<file path="src/rtl/add_share_sched.sv">
// Round-robin scheduler sharing one W-bit adder between two stream channels.
// Each channel owns a 1-deep result register and a RUN/DONE end-of-stream state.
module add_share_sched #(
  parameter int unsigned W = 16
) (
  input  logic         clock,
  input  logic         reset,
  input  logic [W-1:0] a0_d,
  input  logic         a0_e,
  input  logic         a0_v,
  output logic         a0_b,
  input  logic [W-1:0] b0_d,
  input  logic         b0_e,
  input  logic         b0_v,
  output logic         b0_b,
  input  logic [W-1:0] a1_d,
  input  logic         a1_e,
  input  logic         a1_v,
  output logic         a1_b,
  input  logic [W-1:0] b1_d,
  input  logic         b1_e,
  input  logic         b1_v,
  output logic         b1_b,
  output logic [W-1:0] s0_d,
  output logic         s0_e,
  output logic         s0_v,
  input  logic         s0_b,
  output logic [W-1:0] s1_d,
  output logic         s1_e,
  output logic         s1_v,
  input  logic         s1_b,
  output logic         done0,
  output logic         done1,
  output logic         mismatch0,
  output logic         mismatch1
);

  localparam logic [0:0] ST_RUN  = 1'b0;
  localparam logic [0:0] ST_DONE = 1'b1;

  function automatic logic [W-1:0] wrap_add(input logic [W-1:0] x, input logic [W-1:0] y);
    return x + y;
  endfunction

  logic [W-1:0] a_d [2];
  logic [W-1:0] b_d [2];
  logic [1:0]   a_e, a_v, b_e, b_v, s_b;

  assign a_d[0] = a0_d;
  assign a_d[1] = a1_d;
  assign b_d[0] = b0_d;
  assign b_d[1] = b1_d;
  assign a_e    = {a1_e, a0_e};
  assign a_v    = {a1_v, a0_v};
  assign b_e    = {b1_e, b0_e};
  assign b_v    = {b1_v, b0_v};
  assign s_b    = {s1_b, s0_b};

  logic [0:0]   state_q [2];
  logic [0:0]   state_d [2];
  logic [W-1:0] res_d_q [2];
  logic [W-1:0] res_d_d [2];
  logic [1:0]   full_q, full_d;
  logic [1:0]   res_e_q, res_e_d;
  logic [1:0]   done_q, done_d;
  logic [1:0]   mis_q, mis_d;
  logic         prio_q, prio_d;

  logic [1:0]   free, pair, req_add, req_eos, req_drop, req;
  logic [1:0]   gnt, take_a, take_b;

  // Request classification; nothing may be consumed while reset is high.
  always_comb begin
    free     = '0;
    pair     = '0;
    req_add  = '0;
    req_eos  = '0;
    req_drop = '0;
    for (int n = 0; n < 2; n++) begin
      free[n]     = ~full_q[n] | ~s_b[n];
      pair[n]     = a_v[n] & b_v[n] & (state_q[n] == ST_RUN) & ~reset;
      req_add[n]  = pair[n] & ~a_e[n] & ~b_e[n] & free[n];
      req_eos[n]  = pair[n] &  a_e[n] &  b_e[n] & free[n];
      req_drop[n] = pair[n] & (a_e[n] ^ b_e[n]);
    end
  end

  assign req = req_add | req_eos | req_drop;

  // prio_q names the channel that wins when both request.
  assign gnt[0] = req[0] & (~req[1] | ~prio_q);
  assign gnt[1] = req[1] & (~req[0] |  prio_q);

  always_comb begin
    take_a = '0;
    take_b = '0;
    for (int n = 0; n < 2; n++) begin
      take_a[n] = gnt[n] & (req_add[n] | req_eos[n] | (req_drop[n] & ~a_e[n]));
      take_b[n] = gnt[n] & (req_add[n] | req_eos[n] | (req_drop[n] & ~b_e[n]));
    end
  end

  always_comb begin
    prio_d = prio_q;
    if (gnt[0])      prio_d = 1'b1;
    else if (gnt[1]) prio_d = 1'b0;

    full_d  = full_q;
    res_e_d = res_e_q;
    done_d  = done_q;
    mis_d   = mis_q;
    for (int n = 0; n < 2; n++) begin
      state_d[n] = state_q[n];
      res_d_d[n] = res_d_q[n];
      // A reload wins over a drain so back-to-back tokens keep s_v high.
      if (gnt[n] & req_add[n]) begin
        full_d[n]  = 1'b1;
        res_d_d[n] = wrap_add(a_d[n], b_d[n]);
        res_e_d[n] = 1'b0;
      end else if (gnt[n] & req_eos[n]) begin
        full_d[n]  = 1'b1;
        res_d_d[n] = '0;
        res_e_d[n] = 1'b1;
        state_d[n] = ST_DONE;
      end else if (full_q[n] & ~s_b[n]) begin
        full_d[n] = 1'b0;
      end
      if (gnt[n] & req_drop[n]) mis_d[n] = 1'b1;
      if (full_q[n] & res_e_q[n] & ~s_b[n]) done_d[n] = 1'b1;
    end
  end

  always_ff @(posedge clock) begin
    if (reset) begin
      state_q[0] <= ST_RUN;
      state_q[1] <= ST_RUN;
      res_d_q[0] <= '0;
      res_d_q[1] <= '0;
      full_q     <= '0;
      res_e_q    <= '0;
      done_q     <= '0;
      mis_q      <= '0;
      prio_q     <= 1'b0;
    end else begin
      state_q[0] <= state_d[0];
      state_q[1] <= state_d[1];
      res_d_q[0] <= res_d_d[0];
      res_d_q[1] <= res_d_d[1];
      full_q     <= full_d;
      res_e_q    <= res_e_d;
      done_q     <= done_d;
      mis_q      <= mis_d;
      prio_q     <= prio_d;
    end
  end

  assign a0_b      = ~take_a[0];
  assign b0_b      = ~take_b[0];
  assign a1_b      = ~take_a[1];
  assign b1_b      = ~take_b[1];
  assign s0_d      = res_d_q[0];
  assign s1_d      = res_d_q[1];
  assign s0_e      = res_e_q[0];
  assign s1_e      = res_e_q[1];
  assign s0_v      = full_q[0];
  assign s1_v      = full_q[1];
  assign done0     = done_q[0];
  assign done1     = done_q[1];
  assign mismatch0 = mis_q[0];
  assign mismatch1 = mis_q[1];

endmodule

</file>
<file path="config.mk">
export PLATFORM = sky130hd
export DESIGN_NAME = add_share_sched
export DESIGN_NICKNAME = d
export VERILOG_FILES = /design/src/rtl/add_share_sched.sv
export SDC_FILE = /design/constraint.sdc
export NUM_CORES = 1
export LEC_CHECK = 0
export BUFFER_PORTS_ARGS = -buffer_cell sky130_fd_sc_hd__buf_2
export CAP_MARGIN = 20
export CORE_ASPECT_RATIO = 0.9
export CORE_MARGIN = 2
export CORE_UTILIZATION = 45
export DETAILED_ROUTE_END_ITERATION = 12
export PLACE_DENSITY = 0.83
export SYNTH_ARGS = -nofsm -noshare
export SYNTH_HDL_FRONTEND = slang
export SYNTH_SLANG_ARGS = --single-unit
</file>
<file path="constraint.sdc">
create_clock -name clock -period 5.85 [get_ports clock]
set_clock_uncertainty 0.1 [all_clocks]
set_input_delay 0.2925 -clock clock [delete_from_list [all_inputs] [get_ports clock]]
set_output_delay 0.2925 -clock clock [all_outputs]
set_load 0.05 [all_outputs]
</file>
==> flow_summary.yaml <==
power_and_ir_drop:
  leakage_nw: 1.73
  powerDensity_nw_per_um2: 207
  ir_worst_vdd_mv: 0.106
floorplanning:
  core-area_um2: 6220
  rows: 27
  pin_count: 120
  die_x_um: 89.0
  fp.dieH_um: 80.5
  initial_utilization_pct: 47.1
  die_area_um2: 7160
synthesis:
  yosys.area.top_type_share_pct: 29.4
  synth_cell_types: 50
  synthFlopType: "dfxtp_1"
  yosys_register_bits: 43
  synth_area_per_cell_um2: 8.58
  async_reset_ff_share_pct: 0
  synth.largest_area_cell: "dfxtp_1"
  synthesis.nets: 449
  seq_area_frac_synth_pct: 29.4
  synthTopCellsByArea: "dfxtp_1 29%, ha_1 13%, xnor2_1 6.0%"
  synth_area_um2: 2930
  synth-edff-count: 0
  synthCells: 341
  synth_warnings: 0
routing:
  drc: 0
  routed_wl_um: 7610
  drt.antenna.violating_nets: 0
  drtIter0Drc: 125
  drt_pass1_iterations: 6
  num_vias: 2987
  wl_per_cell_um: 13.9
  vias_per_cell: 5.47
min_path:
  worstHoldEndpoint: "full_q[0]$_SDFFE_PP0P_"
  hp-class: "in -> reg"
  holdPathStages: 3
  min_from: "s0_b"
clock_network:
  cts_buffer_depth: 2
  clock_latency_ps: 290
  cts_root_buf: "clkbuf_8"
  post_cts_resized: 0
  post-cts-setup-buffers: 0
  numCtsBuffers: 5
  cts_tree: "built"
  h-tree-depth: 2
  cts.sinks: 43
  hold_buffers: 0
  clk_pin_slew_worst_paths_ps: 80
setup_path:
  reg2reg_depth: 6
  timing.rr.start: "full_q[1]$_SDFFE_PP0P_"
  crit_arrival_ps: 2150
  worstSetupPathType: "in -> out"
  cp_data_required_time_ps: 5460
  start_kind: "primary input"
  cpMaxStageDelayCell: "and4bb_2"
  r2r_setup_slack_ps: 3830
  endpoint_kind: "output pin"
  crit_start: "reset"
  cp_max_fo: 30
  crit_path_cell_trace: "buf_2 -> and4bb_2 -> o211ai_1 -> and2_1 -> nand2_1 -> o31a_1 -> buf_2"
  worst_r2r_endpoint: "res_d_q[0][2]$_SDFFE_PP0P_"
  slowest_delay_ps: 410
  path_common_cell: "buf_2"
timing:
  setup_viol: 0
  report.final.slew_viol_count: 0
  tns_ps: 0
  fin_ws_ps: 3300
  tightest_slew_ps: 600
  hold_viol_final: 0
  fmax_mhz: 393
  layout_min_cycle_time_ps: 2550
  relSlewSlack_pct: 59.9
  post-route-period-util_pct: 43.5
  whs_ps: 186
  rsz0062_at_grt: "no"
placement:
  numPortBuffers: 119
  gp_congestion: 0.893
  pre_cts_slack_ps: 3290
  dp_hpwl_um: 6150
global_route:
  antenna_found_initial: 0
  grt_pass1_wl_um: 12300
  grt_overflow: 0
  grt_pass1_vias: 2761
  grt_start_max_net_pins: 31
  track_usage_pct: 21.3
layout:
  final_core_util_pct: 59.3
  syn2layout_area_growth_pct: 26.0
  diodes: 0
  layout-drive-gt1-share_pct: 30.3
  nets: 566
run_status:
  status: "completed"
job:
  drv_cap: 0
routing by layer:
metal	vias up	track usage (%)	wire length, um
met4	0	5.97	78
met3	9	4.62	531
li1	1494	-	-
met1	1382	26.9	3300
met2	102	36.3	3700
met5	-	0	0
synth_stat cells, types with 2 or more instances:
library cell  instances
xnor2_1              20
o31ai_2               2
buf_2                 3
o31a_1                3
and3_1                3
a41oi_1               2
nor2_1               33
nand2b_1              2
o21ai_0              26
o22ai_1               2
o21a_1                3
dfxtp_1              43
a21oi_1              32
nand4bb_1             2
o211ai_1              3
a211oi_1              5
ha_1                 30
a21boi_0              2
clkbuf_1              4
a21o_1               10
a31oi_1               6
inv_1                 9
a22o_1               12
fa_1                  2
a22oi_1              12
xor2_1               10
nand3_1               3
nand2_1              34
nand4_1               2
worst max-delay path: cells and delay by family:
| kind | cells | cell delay (ps) |
|---|---|---|
| compound gates | 2 | 400 |
| buf+inv | 2 | 550 |
| simple gates | 3 | 900 |
layout make-up:
cell class	instances	area (um2)
clock buffer	7	96.3
clock inverter	1	7.51
fill	597	2530
inverter	9	33.8
multi-input combinational	280	1980
sequential	43	861
tap	87	109
timing repair buffer	119	596
placed cells by master (no fill, tap or decap), types with 5 or more instances in the layout:
| cell type | n |
|---|---|
| o21ai_0 | 26 |
| dfxtp_1 | 43 |
| xnor2_1 | 20 |
| a211oi_1 | 5 |
| nor2_1 | 33 |
| xor2_1 | 10 |
| a31oi_1 | 6 |
| buf_2 | 119 |
| a22oi_1 | 12 |
| nand2_1 | 34 |
| inv_1 | 9 |
| clkbuf_8 | 7 |
| ha_1 | 30 |
| a21o_1 | 10 |
| a22o_1 | 12 |
| a21oi_1 | 32 |
sequential cells by signal (all words and copies together), names as in the netlist:
signal / flops
res_d_q: 32
done_q: 2
prio_q: 1
res_e_q: 2
state_q: 2
mis_q: 2
full_q: 2
power by group:
part	total (mW)	switching (mW)	internal (mW)	leakage, nW
clock	0.207	0.100	0.107	0.0505
sequential	0.305	0.00501	0.300	0.348
combinational	0.251	0.149	0.102	1.33
total	0.763	0.254	0.510	1.73
cell families (layout without fill, tap and decap cells):
logic type	Yosys count	after routing	share of synthesized area, %
compound gates	130	130	30.3
simple gates	87	87	13.7
flops	43	43	29.4
fa+ha+maj	32	32	14.2
xor+xnor	31	31	9.54
buf+inv	18	136	2.82
through the flow:
stage / instance area [um2] / cells / total power [mW]
floorplan: 2930 / 341 / 0.493
global placement: 3580 / 538 / 0.554
detailed placement: 3580 / 538 / 0.560
CTS: 3680 / 546 / 0.767
global route: 3680 / 546 / 0.806
finish: 3680 / 546 / 0.763
how the worst max path moves through the flow:
stage	endpoint	slack, ps	depth (start not counted)
after global placement	res_d_q[0][14]$_SDFFE_PP0P_	3370	9
after detailed placement	res_d_q[0][12]$_SDFFE_PP0P_	3290	9
after global routing	b0_b	3160	7
after CTS	b0_b	3320	7
final	b0_b	3300	7
after floorplan	res_d_q[0][14]$_SDFFE_PP0P_	3560	8
No activity file was read; power rests on OpenSTA's default activity.
